<file path="config.mk">
export PLATFORM = sky130hd
export DESIGN_NAME = pwm_timer_cfg_sched_flat
export DESIGN_NICKNAME = d
export VERILOG_FILES = /design/src/rtl/pwm_cfg_pkg.sv /design/src/rtl/pwm_timer_cfg_sched_if.sv /design/src/rtl/pwm_cfg_channel.sv /design/src/rtl/pwm_timer_cfg_sched.sv /design/src/flat_wrapper.sv
export SDC_FILE = /design/constraint.sdc
export NUM_CORES = 1
export LEC_CHECK = 0
export BUFFER_PORTS_ARGS = -buffer_cell sky130_fd_sc_hd__buf_2
export CORE_ASPECT_RATIO = 0.75
export CORE_MARGIN = 5
export CORE_UTILIZATION = 56
export DETAILED_ROUTE_END_ITERATION = 8
export HOLD_SLACK_MARGIN = 0.06
export PLACE_DENSITY = 0.86
export SETUP_SLACK_MARGIN = 0.4
export SLEW_MARGIN = 15
export SYNTH_ARGS = -nofsm -noshare
export SYNTH_HDL_FRONTEND = slang
export SYNTH_SLANG_ARGS = --single-unit
</file>
<file path="constraint.sdc">
create_clock -name clk -period 4.65 [get_ports clk]
set_input_delay 0.6975 -clock clk [delete_from_list [all_inputs] [get_ports clk]]
set_output_delay 0.6975 -clock clk [all_outputs]
set_load 0.01 [all_outputs]
</file>
<file path="src/rtl/pwm_cfg_pkg.sv">
// -----------------------------------------------------------------------------
// pwm_cfg_pkg
// Shared encodings for the PWM timer configuration scheduler:
//   count_mode_e : timer counting mode (stop / down / up / up-down)
//   upd_mode_e   : when a pending configuration is committed
//   sync_mode_e  : which channel-0 carrier event drives the sync pulse
//   ch_state_e   : per-channel scheduler state
// event_select() picks the event for an update/sync selector. Both selectors
// use the same codes for zero/max/both; only code 00 differs (immediate vs. off),
// so the caller passes the value that code 00 should produce.
// -----------------------------------------------------------------------------
package pwm_cfg_pkg;

  typedef enum logic [1:0] {
    CM_STOP   = 2'b00,
    CM_DOWN   = 2'b01,
    CM_UP     = 2'b10,
    CM_UPDOWN = 2'b11
  } count_mode_e;

  typedef enum logic [1:0] {
    UPD_IMM  = 2'b00,
    UPD_ZERO = 2'b01,
    UPD_MAX  = 2'b10,
    UPD_BOTH = 2'b11
  } upd_mode_e;

  typedef enum logic [1:0] {
    SYNC_OFF  = 2'b00,
    SYNC_ZERO = 2'b01,
    SYNC_MAX  = 2'b10,
    SYNC_BOTH = 2'b11
  } sync_mode_e;

  typedef enum logic {
    CH_IDLE  = 1'b0,
    CH_ARMED = 1'b1
  } ch_state_e;

  function automatic logic event_select(input logic [1:0] sel,
                                        input logic       hit_zero,
                                        input logic       hit_max,
                                        input logic       sel_none);
    case (upd_mode_e'(sel))
      UPD_IMM:  return sel_none;
      UPD_ZERO: return hit_zero;
      UPD_MAX:  return hit_max;
      default:  return hit_zero | hit_max;
    endcase
  endfunction

endpackage

</file>
<file path="src/rtl/pwm_timer_cfg_sched_if.sv">
// -----------------------------------------------------------------------------
// pwm_timer_cfg_sched_if
// Valid/ready configuration write port of the scheduler.
//   wr_valid / wr_ready : handshake, transfer when both are high at posedge clk
//   wr_ch               : target channel
//   wr_count_max        : new timer period
//   wr_init_carr        : new initial carrier
//   wr_count_mode       : new counting mode (count_mode_e encoding)
//   wr_upd_mode         : commit condition (upd_mode_e encoding)
// master drives the request, slave (the scheduler) returns wr_ready.
// -----------------------------------------------------------------------------
interface pwm_timer_cfg_sched_if #(
  parameter int NCH = 4,
  parameter int CW  = 16
);
  localparam int CHW = $clog2(NCH);

  logic           wr_valid;
  logic           wr_ready;
  logic [CHW-1:0] wr_ch;
  logic [CW-1:0]  wr_count_max;
  logic [CW-1:0]  wr_init_carr;
  logic [1:0]     wr_count_mode;
  logic [1:0]     wr_upd_mode;

  modport master (
    output wr_valid, wr_ch, wr_count_max, wr_init_carr, wr_count_mode, wr_upd_mode,
    input  wr_ready
  );

  modport slave (
    input  wr_valid, wr_ch, wr_count_max, wr_init_carr, wr_count_mode, wr_upd_mode,
    output wr_ready
  );
endinterface

</file>
<file path="src/rtl/pwm_cfg_channel.sv">
// -----------------------------------------------------------------------------
// pwm_cfg_channel
// One channel of the configuration scheduler: shadow registers, active
// registers driving the timer, IDLE/ARMED state machine and the carrier event
// compare.
//   clk, rst        : clock, synchronous active-high reset
//   ce              : clock enable for event evaluation / commit
//   load            : accepted write addressed to this channel
//   ld_*            : write payload captured into the shadow on load
//   carrier         : live carrier of this channel's timer
//   count_max,
//   init_carr,
//   count_mode      : active configuration driven to the timer
//   pending         : shadow holds a configuration not yet committed
//   commit          : one-cycle pulse in the cycle following a commit edge
// -----------------------------------------------------------------------------
module pwm_cfg_channel
  import pwm_cfg_pkg::*;
#(
  parameter int CW = 16
) (
  input  logic          clk,
  input  logic          rst,
  input  logic          ce,
  input  logic          load,
  input  logic [CW-1:0] ld_count_max,
  input  logic [CW-1:0] ld_init_carr,
  input  logic [1:0]    ld_count_mode,
  input  logic [1:0]    ld_upd_mode,
  input  logic [CW-1:0] carrier,
  output logic [CW-1:0] count_max,
  output logic [CW-1:0] init_carr,
  output logic [1:0]    count_mode,
  output logic          pending,
  output logic          commit
);

  ch_state_e     state;
  logic [CW-1:0] sh_count_max;
  logic [CW-1:0] sh_init_carr;
  logic [1:0]    sh_count_mode;
  logic [1:0]    sh_upd_mode;

  logic [CW-1:0] count_max_m1;
  logic          hit_zero;
  logic          hit_max;
  logic          stopped;
  logic          fire;

  // All compares use the active (pre-commit) configuration. An up-counting
  // timer wraps at count_max-1, so that value also counts as the max event.
  // count_max-1 wraps when count_max is 0, but that case is caught by stopped.
  assign count_max_m1 = count_max - CW'(1);
  assign hit_zero     = (carrier == '0);
  assign hit_max      = (carrier == count_max) ||
                        ((count_mode == CM_UP) && (carrier == count_max_m1));
  // A stopped timer has no period to protect, so it takes new settings at once.
  assign stopped      = (count_mode == CM_STOP) || (count_max == '0);
  assign fire         = stopped || event_select(sh_upd_mode, hit_zero, hit_max, 1'b1);

  // NOTE: every register here is state, so it is updated with non-blocking
  // assignments; blocking ones would let the commit see same-edge shadow data.
  always_ff @(posedge clk) begin
    if (rst) begin
      state         <= CH_IDLE;
      sh_count_max  <= '0;
      sh_init_carr  <= '0;
      sh_count_mode <= '0;
      sh_upd_mode   <= '0;
      count_max     <= '0;
      init_carr     <= '0;
      count_mode    <= '0;
      pending       <= 1'b0;
      commit        <= 1'b0;
    end else begin
      commit <= 1'b0;
      unique case (state)
        CH_IDLE: begin
          if (load) begin
            sh_count_max  <= ld_count_max;
            sh_init_carr  <= ld_init_carr;
            sh_count_mode <= ld_count_mode;
            sh_upd_mode   <= ld_upd_mode;
            pending       <= 1'b1;
            state         <= CH_ARMED;
          end
        end
        CH_ARMED: begin
          if (ce && fire) begin
            count_max  <= sh_count_max;
            init_carr  <= sh_init_carr;
            count_mode <= sh_count_mode;
            pending    <= 1'b0;
            commit     <= 1'b1;
            state      <= CH_IDLE;
          end
        end
        default: state <= CH_IDLE;
      endcase
    end
  end

endmodule

</file>
<file path="src/rtl/pwm_timer_cfg_sched.sv">
// -----------------------------------------------------------------------------
// pwm_timer_cfg_sched
// Configuration scheduler for a bank of NCH PWM timers. Settings arrive on a
// valid/ready write port, are held per channel and committed to the timer only
// at a safe carrier event, so a running PWM period is never cut short.
//   clk, rst        : clock, synchronous active-high reset
//   ce              : clock enable for event evaluation and commits
//   wr              : write port (slave side of pwm_timer_cfg_sched_if)
//   carrier_in      : live carriers, channel k at [k*CW +: CW]
//   tmr_count_max   : active periods to the timers
//   tmr_init_carr   : active initial carriers to the timers
//   tmr_count_mode  : active modes to the timers, channel k at [k*2 +: 2]
//   pending         : per-channel "configuration waiting for its event"
//   commit          : per-channel pulse the cycle after the active values change
//   sync_mode       : channel-0 event selecting the sync pulse (00 = off)
//   sync_out        : registered period-sync pulse
// -----------------------------------------------------------------------------
module pwm_timer_cfg_sched
  import pwm_cfg_pkg::*;
#(
  parameter int NCH = 4,
  parameter int CW  = 16
) (
  input  logic              clk,
  input  logic              rst,
  input  logic              ce,
  pwm_timer_cfg_sched_if.slave wr,
  input  logic [NCH*CW-1:0] carrier_in,
  output logic [NCH*CW-1:0] tmr_count_max,
  output logic [NCH*CW-1:0] tmr_init_carr,
  output logic [NCH*2-1:0]  tmr_count_mode,
  output logic [NCH-1:0]    pending,
  output logic [NCH-1:0]    commit,
  input  logic [1:0]        sync_mode,
  output logic              sync_out
);

  localparam int CHW = $clog2(NCH);

  logic [NCH-1:0] load;
  logic           wr_ready_c;

  // Write decode: the port is ready unless the addressed channel is still
  // holding an uncommitted configuration. Out-of-range channel numbers (when
  // NCH is not a power of two) are accepted and dropped.
  // NOTE: both outputs get a default before the loop so no latch is inferred.
  always_comb begin
    wr_ready_c = 1'b1;
    load       = '0;
    for (int k = 0; k < NCH; k++) begin
      if (wr.wr_ch == CHW'(k)) begin
        wr_ready_c = !pending[k];
        load[k]    = wr.wr_valid && !pending[k];
      end
    end
  end

  assign wr.wr_ready = wr_ready_c;

  for (genvar k = 0; k < NCH; k++) begin : g_ch
    pwm_cfg_channel #(
      .CW (CW)
    ) u_ch (
      .clk           (clk),
      .rst           (rst),
      .ce            (ce),
      .load          (load[k]),
      .ld_count_max  (wr.wr_count_max),
      .ld_init_carr  (wr.wr_init_carr),
      .ld_count_mode (wr.wr_count_mode),
      .ld_upd_mode   (wr.wr_upd_mode),
      .carrier       (carrier_in[k*CW +: CW]),
      .count_max     (tmr_count_max[k*CW +: CW]),
      .init_carr     (tmr_init_carr[k*CW +: CW]),
      .count_mode    (tmr_count_mode[k*2 +: 2]),
      .pending       (pending[k]),
      .commit        (commit[k])
    );
  end

  // Period sync from channel 0, using the same event definition as the
  // channel commit logic but against channel 0's active configuration.
  logic [CW-1:0] c0_carr;
  logic [CW-1:0] c0_max;
  logic [1:0]    c0_mode;
  logic          c0_zero;
  logic          c0_hit_max;

  assign c0_carr    = carrier_in[CW-1:0];
  assign c0_max     = tmr_count_max[CW-1:0];
  assign c0_mode    = tmr_count_mode[1:0];
  assign c0_zero    = (c0_carr == '0);
  assign c0_hit_max = (c0_carr == c0_max) ||
                      ((c0_mode == CM_UP) && (c0_carr == (c0_max - CW'(1))));

  always_ff @(posedge clk) begin
    if (rst) begin
      sync_out <= 1'b0;
    end else begin
      sync_out <= ce && event_select(sync_mode, c0_zero, c0_hit_max, 1'b0);
    end
  end

endmodule
</file>
<file path="src/flat_wrapper.sv">
// flat-port wrapper written by rule: the top's interface ports become plain ports
module pwm_timer_cfg_sched_flat import pwm_cfg_pkg::*;
#(
  parameter int NCH = 4,
  parameter int CW  = 16
)
  (clk, rst, ce, carrier_in, tmr_count_max, tmr_init_carr, tmr_count_mode, pending, commit, sync_mode, sync_out, wr_wr_valid, wr_wr_ch, wr_wr_count_max, wr_wr_init_carr, wr_wr_count_mode, wr_wr_upd_mode, wr_wr_ready);
  pwm_timer_cfg_sched_if #(.NCH(NCH), .CW(CW)) wr_i ();
  input  logic clk;
  input  logic rst;
  input  logic ce;
  input  logic [NCH*CW-1:0] carrier_in;
  output logic [NCH*CW-1:0] tmr_count_max;
  output logic [NCH*CW-1:0] tmr_init_carr;
  output logic [NCH*2-1:0] tmr_count_mode;
  output logic [NCH-1:0] pending;
  output logic [NCH-1:0] commit;
  input  logic [1:0] sync_mode;
  output logic sync_out;
  input wire logic [$bits(wr_i.wr_valid)-1:0] wr_wr_valid;
  input wire logic [$bits(wr_i.wr_ch)-1:0] wr_wr_ch;
  input wire logic [$bits(wr_i.wr_count_max)-1:0] wr_wr_count_max;
  input wire logic [$bits(wr_i.wr_init_carr)-1:0] wr_wr_init_carr;
  input wire logic [$bits(wr_i.wr_count_mode)-1:0] wr_wr_count_mode;
  input wire logic [$bits(wr_i.wr_upd_mode)-1:0] wr_wr_upd_mode;
  output wire logic [$bits(wr_i.wr_ready)-1:0] wr_wr_ready;
  assign wr_i.wr_valid = wr_wr_valid;
  assign wr_i.wr_ch = wr_wr_ch;
  assign wr_i.wr_count_max = wr_wr_count_max;
  assign wr_i.wr_init_carr = wr_wr_init_carr;
  assign wr_i.wr_count_mode = wr_wr_count_mode;
  assign wr_i.wr_upd_mode = wr_wr_upd_mode;
  assign wr_wr_ready = wr_i.wr_ready;
  pwm_timer_cfg_sched #(.NCH(NCH), .CW(CW)) u_core (.clk(clk), .rst(rst), .ce(ce), .wr(wr_i), .carrier_in(carrier_in), .tmr_count_max(tmr_count_max), .tmr_init_carr(tmr_init_carr), .tmr_count_mode(tmr_count_mode), .pending(pending), .commit(commit), .sync_mode(sync_mode), .sync_out(sync_out));
endmodule
</file>
==> qor.yml, run 1 <==
cts_tree: "done"
die_h_um: 142.6
cp.buffers_inverters: 1
syn_area_mm2: 0.01314
synth_edf_count: 0
slew_violations: 0
routed_via_density: 5.865
worstSkewPairLatency_ns: 0.54
coreArea_mm2: 0.02306
syn_area_per_cell_um2: 8.474
grt_max_degree: 86
vdd_drop_max_mv: 0.3411
ctsHoldBuffers: 0
synth_ff_type: "dfxtp_1"
cts-resized-gates: 0
yosysSeqAreaShare_pct: 44.66
slowest_stage: "o31ai_4"
cap_violations: 0
initial_core_util_pct: 56.96
status: "finished, final reports clean"
grt_pass1_wl_mm: 61.59
num_io_pins: 254
wire_per_inst_um: 19.09
path_class: "flip-flop to flip-flop"
port_buffers: 253
fmax_mhz: 256.3
rsz0062_at_grt: "false"
path_delay_family: "compound AO/OA/AOI/OAI gates"
p_leak_nw: 6.055
grt.overflow.total: 0
cp_max_fo: 22
design.final.nets: 1849
slew-limit-headroom_pct: 24.62
htreeDepth: 1
worst_slack_ns: 0.7484
layout-drive-gt1-share_pct: 19.07
fp.dieW_um: 186.8
grt_usage_pct: 27.98
startpoint: "u_core.g_ch[3].u_ch.count_max[0]"
rows: 48
ys_ff_latch: 293
postRouteAntennaNets: 0
clock-sinks: 293
dp_hpwl_mm: 28.01
yosysWarnings: 0
grt_pass1_vias: 11430
fin_skew_ns: 0.01833
syn2layout_area_growth_pct: 16.42
rr_startpoint: "u_core.g_ch[3].u_ch.count_max[0]"
clk_pin_slew_ns: 0.07
crit_chain: "nor3_1, nand2_1, o41ai_1, o2111ai_1, o31ai_4, buf_4, mux2i_1, nor2_1"
synth.distinct_cells: 63
met2_length_mm: 17.49
vias: 12080
wl_mm: 39.31
drcViolationCount: 0
cts_buffers: 26
finalSetupViolCount: 0
critPathLaunchType: "flip-flop"
cp.arrival_ns: 4.29
cts_setup_buffers: 0
dr.pass1.iters: 5
min_path_type: "input pin to flip-flop"
antenna_found_initial: 2
required_ns: 5.03
critPathMaxStageDelay_ns: 0.86
hp-start: "wr_wr_init_carr[5]"
dpl_cell_area_mm2: 0.01438
worst_slew_pin_slew_ns: 1.122
end_kind: "flip-flop"
powerDensity_mw_per_mm2: 346.2
dieArea_mm2: 0.02665
top_layer: "met5"
cts_buffer_depth: 3
fin_util_pct: 66.31
wl_met1_mm: 16.97
first_iter_violations: 997
fin_setup_tns_ns: 0
async_reset_ff_share_pct: 0
pre_cts_ws_ns: 0.8903
met3_length_mm: 3.828
timing.final.hold_violations: 0
synth.net_count: 1662
cts-root-buf: "clkbuf_16"
globalplace.congestion: 1.001
period_minus_slack_ns: 3.902
fin_area_mm2: 0.01529
synth_cells: 1550
timing.final.crit_share_pct: 83.90
[cells by family (layout without fill, tap and decap cells)]
group | Yosys count | in the layout | synth area share [%]
DFF | 293 | 293 | 44.66
adders and majority gates | 4 | 4 | 0.3810
and+or+nand+nor | 658 | 658 | 22.91
AOI/OAI and AO/OA | 265 | 265 | 12.56
muxes | 109 | 109 | 8.411
buffers and inverters | 128 | 335 | 4.877
xor gates and xnor gates | 93 | 93 | 6.201
other | 0 | 2 | 0
[worst reg2reg max path: stages (launching register included)]
cell and delay [ns]:
dfxtp_1 0.35, nor3_1 0.56, nand2_1 0.33, o41ai_1 0.54, o2111ai_1 0.25, o31ai_4 0.86, buf_4 0.52, mux2i_1 0.28
nor2_1 0.07
[synthesized netlist by cell type (all sizes together) (2+ instances only)]
| cell type | number | area, um^2 |
|---|---|---|
| nand2 | 370 | 1389 |
| nand2b | 13 | 81.33 |
| buf | 31 | 276.5 |
| nor4 | 44 | 332.8 |
| a221oi | 3 | 26.28 |
| o21a | 5 | 37.54 |
| nand4 | 18 | 112.6 |
| inv | 18 | 67.56 |
| a31oi | 9 | 56.30 |
| or3 | 6 | 37.54 |
| and4 | 7 | 61.31 |
| nand3 | 19 | 95.09 |
| nor2b | 12 | 75.07 |
| dfxtp | 293 | 5866 |
| ha | 4 | 50.05 |
| nand3b | 3 | 22.52 |
| o31ai | 6 | 50.05 |
| nor2 | 103 | 386.6 |
| mux2i | 107 | 1071 |
| o211ai | 4 | 30.03 |
| a211oi | 12 | 95.09 |
| xor2 | 54 | 473.0 |
| nor3b | 3 | 22.52 |
| nor4b | 4 | 35.03 |
| a22o | 34 | 297.8 |
| xnor2 | 39 | 341.6 |
| o2111ai | 3 | 26.28 |
| nand4b | 4 | 35.03 |
| or4b | 3 | 30.03 |
| clkbuf | 79 | 296.5 |
| o21ai | 8 | 40.04 |
| a41oi | 3 | 26.28 |
| o21ba | 3 | 30.03 |
| a22oi | 2 | 15.01 |
| or4 | 8 | 60.06 |
| a21oi | 156 | 780.8 |
| or2 | 4 | 25.02 |
| and3 | 6 | 37.54 |
| o31a | 4 | 35.03 |
| o22ai | 5 | 31.28 |
| nor3 | 28 | 145.1 |
| o221ai | 2 | 17.52 |
[layout by cell type (no fill, tap or decap), types with 17 or more instances in the layout]
cell	n
a22o_1	34
dfxtp_1	293
nand3_1	19
nand4_1	18
buf_2	252
inv_1	17
xor2_1	54
nor3_1	26
xnor2_1	39
mux2i_1	107
clkbuf_16	26
nor4_1	36
a21oi_1	155
nor2_1	102
nand2_1	370
[through the flow]
stage	power (mW)	hold WS [ns]	std cells
floorplan	2.891	0.4360	1550
global placement	3.041	0.4412	2009
detailed placement	3.050	0.4467	2009
CTS	5.305	0.4327	2057
global route	5.469	0.4451	2058
finish	5.295	0.4514	2059
[per-layer routing]
layer / vias to the layer above / global-route usage, %
met1: 5691 / 38.63
met4: 2 / 7.196
met2: 603 / 44.87
li1: 5704 / -
met3: 77 / 6.525
met5: - / 0
[state kept, by name, summed over array words and instances, names as in the netlist]
register	cells
u_core.g_ch.u_ch.sh_count_max	64
u_core.g_ch.u_ch.count_mode	8
u_core.g_ch.u_ch.count_max	64
u_core.g_ch.u_ch.sh_init_carr	64
u_core.g_ch.u_ch.sh_count_mode	8
u_core.g_ch.u_ch.init_carr	64
u_core.g_ch.u_ch.commit	4
u_core.g_ch.u_ch.state	4
u_core.sync_out	1
u_core.g_ch.u_ch.pending	4
u_core.g_ch.u_ch.sh_upd_mode	8
[worst paths after layout]
check        slack, ns  cells past startpoint                                  end
max               0.75                      8     u_core.g_ch[3].u_ch.init_carr[5]
min               0.45                      3  u_core.g_ch[1].u_ch.sh_init_carr[5]
max reg2reg       0.75                      8     u_core.g_ch[3].u_ch.init_carr[5]
min reg2reg       0.46                      2    u_core.g_ch[1].u_ch.init_carr[11]
[where the power goes]
part | switching, mW | internal (mW) | total (mW)
Clock | 0.944 | 1.35 | 2.29
Sequential | 0.0343 | 2.56 | 2.59
Combinational | 0.270 | 0.142 | 0.412
[final cells by class]
class                   instances  area (um^2)
well taps                     300        375.4
multi-input cells            1129         6680
flip-flops and latches        293         5866
clock buffers                  35        704.4
diodes                          2        5.005
repair buffers                269         1393
fillers                      1894         7770
inverters                      18        67.56
clock inverters                13        201.4
(Power assumes the default switching activity.)
==> run 2, diff against run 1 <==
Settings changed: ABC_AREA set to 1, PLACE_DENSITY 0.86 to 0.85.
Clock period 4.65 ns to 3.9 ns, I/O delays scaled along.
==> qor.yml, run 2 <==
worstSkewPairLatency_ns: 0.54
cp_max_fo: 47
ys_ff_latch: 293
postRouteAntennaNets: 0
slew-limit-headroom_pct: 40.89
grt_max_degree: 104
crit_chain: "inv_1, ha_1, nand2_1, nor2_4, nand3_1, nand2_1, nand2_1, nor3_1, nand2_1, nand2_1, nand2_2, nand2_4, buf_4, nand3_1, nand2_1, nor2_1"
synth.net_count: 2124
clk_pin_slew_ns: 0.06
die_h_um: 147.0
cts_buffer_depth: 3
slowest_stage: "nand2_4"
powerDensity_mw_per_mm2: 415.8
busiest_layer: "met2"
fin_setup_tns_ns: 0
synth_cells: 2012
cp.buffers_inverters: 2
vdd_drop_max_mv: 0.3532
grt_usage_pct: 29.24
antenna_found_initial: 1
drcViolationCount: 0
wl_mm: 43.64
worst_slew_pin_slew_ns: 0.8867
min_path_type: "input pin to flip-flop"
crit_top_cell: "nand2_1"
yosysMostFrequentCell: "nand2_1"
rsz0062_at_grt: "false"
cts_tree: "done"
port_buffers: 253
timing.final.crit_share_pct: 74.33
ctsHoldBuffers: 0
async_reset_ff_share_pct: 0
p_leak_nw: 7.669
layout_common_cells: "nand2_1 (439), dfxtp_1 (293), buf_2 (253)"
critPathLaunchType: "flip-flop"
syn2layout_area_growth_pct: 15.72
slew_violations: 0
yosysTopAreaCellShare_pct: 41.86
placed_cells: 2496
synth_area_leaders: "dfxtp_1 (42%), nand2_1 (12%), nand3_1 (8.8%), a21oi_1 (7.0%), nor2_1 (5.7%)"
syn_area_per_cell_um2: 6.964
grt_pass1_vias: 12650
yosysWarnings: 0
first_iter_violations: 1485
clock-sinks: 293
cap_violations: 0
finalSetupViolCount: 0
htreeDepth: 1
power.total_mw: 6.741
vias: 14310
fmax_mhz: 345.0
met3_usage_pct: 4.109
fin_skew_ns: 0.01868
cts-resized-gates: 0
grt.overflow.total: 0
synth_edf_count: 0
yosysSeqAreaShare_pct: 41.86
fp.dieW_um: 192.7
synthTopCellsByCount: "nand2_1 (439), dfxtp_1 (293), nand3_1 (247), nor2_1 (213), a21oi_1 (195)"
cts_setup_buffers: 0
dieArea_mm2: 0.02832
initial_core_util_pct: 56.56
synth.distinct_cells: 40
critPathMaxStageDelay_ns: 0.42
dr.pass1.iters: 6
grtUsageMet1_pct: 42.97
routed_via_density: 5.621
status: "finished, final reports clean"
rows: 50
design.final.nets: 2299
cts_buffers: 27
timing.final.hold_violations: 0
grt_use_met2_pct: 43.88
coreArea_mm2: 0.02477
end_kind: "flip-flop"
stdcell_count: 2545
path_delay_family: "simple AND/OR/NAND/NOR gates"
dp_hpwl_mm: 30.95
synth_top_area_cell: "dfxtp_1"
synth_ff_type: "dfxtp_1"
cp.arrival_ns: 3.32
period_minus_slack_ns: 2.899
num_io_pins: 254
cts-root-buf: "clkbuf_16"
globalplace.congestion: 0.9763
path_class: "flip-flop to flip-flop"
layout-drive-gt1-share_pct: 16.55
filler_cell_count: 2161
layout_commonest_cell: "nand2_1"
grt_pass1_wl_mm: 67.82
wire_per_inst_um: 17.15
fin_util_pct: 65.45
syn_area_mm2: 0.01401
required_ns: 4.32
==> run 2: final timing paths <==
kind	startpoint	endpoint	slack [ns]	cells after the start
setup / recovery	u_core.g_ch[0].u_ch.count_max[0]	u_core.g_ch[0].u_ch.init_carr[0]	1.00	16
hold / removal	sync_mode[1]	u_core.sync_out	0.32	3
setup reg to reg	u_core.g_ch[0].u_ch.count_max[0]	u_core.g_ch[0].u_ch.init_carr[0]	1.00	16
hold reg to reg	u_core.g_ch[0].u_ch.sh_count_max[6]	u_core.g_ch[0].u_ch.sh_count_max[6]	0.45	2
==> run 2: where the power goes <==
part           internal, mW  switching, mW
sequential             3.09         0.0669
clock                  1.62           1.11
combinational         0.285          0.565
total                  5.00           1.75
==> run 2: cell type report <==
class	count	area, um^2	share of cell area [%]
multi-input cells	1428	6930	42.74
repair buffers	275	1456	8.982
clock buffers	40	804.5	4.962
well taps	338	422.9	2.608
diodes	1	2.502	0.01543
clock inverters	8	118.9	0.7331
flip-flops and latches	293	5866	36.18
inverters	162	613.1	3.781
==> run 2: cell families (layout without fill, tap and decap cells) <==
family | count (synthesis) | in the layout | synth area share, %
DFF | 293 | 293 | 41.86
xor gates and xnor gates | 65 | 65 | 4.063
adders and majority gates | 4 | 4 | 0.3572
buffers and inverters | 291 | 485 | 8.751
and+or+nand+nor | 1051 | 1051 | 33.30
other | 0 | 1 | 0
AOI/OAI and AO/OA | 308 | 308 | 11.67
==> run 2: stage by stage <==
stage	instance area, um^2	setup slack, ns	hold WS, ns
4_1_cts	16210	1.023	0.2988
3_3_place_gp	15290	1.036	0.4378
3_5_place_dp	15290	1.054	0.4438
5_1_grt	16210	0.6976	0.3123
6_report	16210	1.001	0.3164
2_1_floorplan	14010	1.816	0.4301
==> run 2: worst reg2reg max path, stage by stage (launching register included) <==
cell and delay (ns):
dfxtp_1 0.35, inv_1 0.14, ha_1 0.24, nand2_1 0.13, nor2_4 0.19, nand3_1 0.14
nand2_1 0.08, nand2_1 0.06, nor3_1 0.24, nand2_1 0.08, nand2_1 0.13, nand2_2 0.08
nand2_4 0.42, buf_4 0.28, nand3_1 0.09, nand2_1 0.11, nor2_1 0.04
==> run 2: layer usage <==
layer	wire, um	vias to the layer above
met5	0	-
met1	18690	6566
met3	4260	105
met4	1883	0
li1	-	6977
met2	18800	658
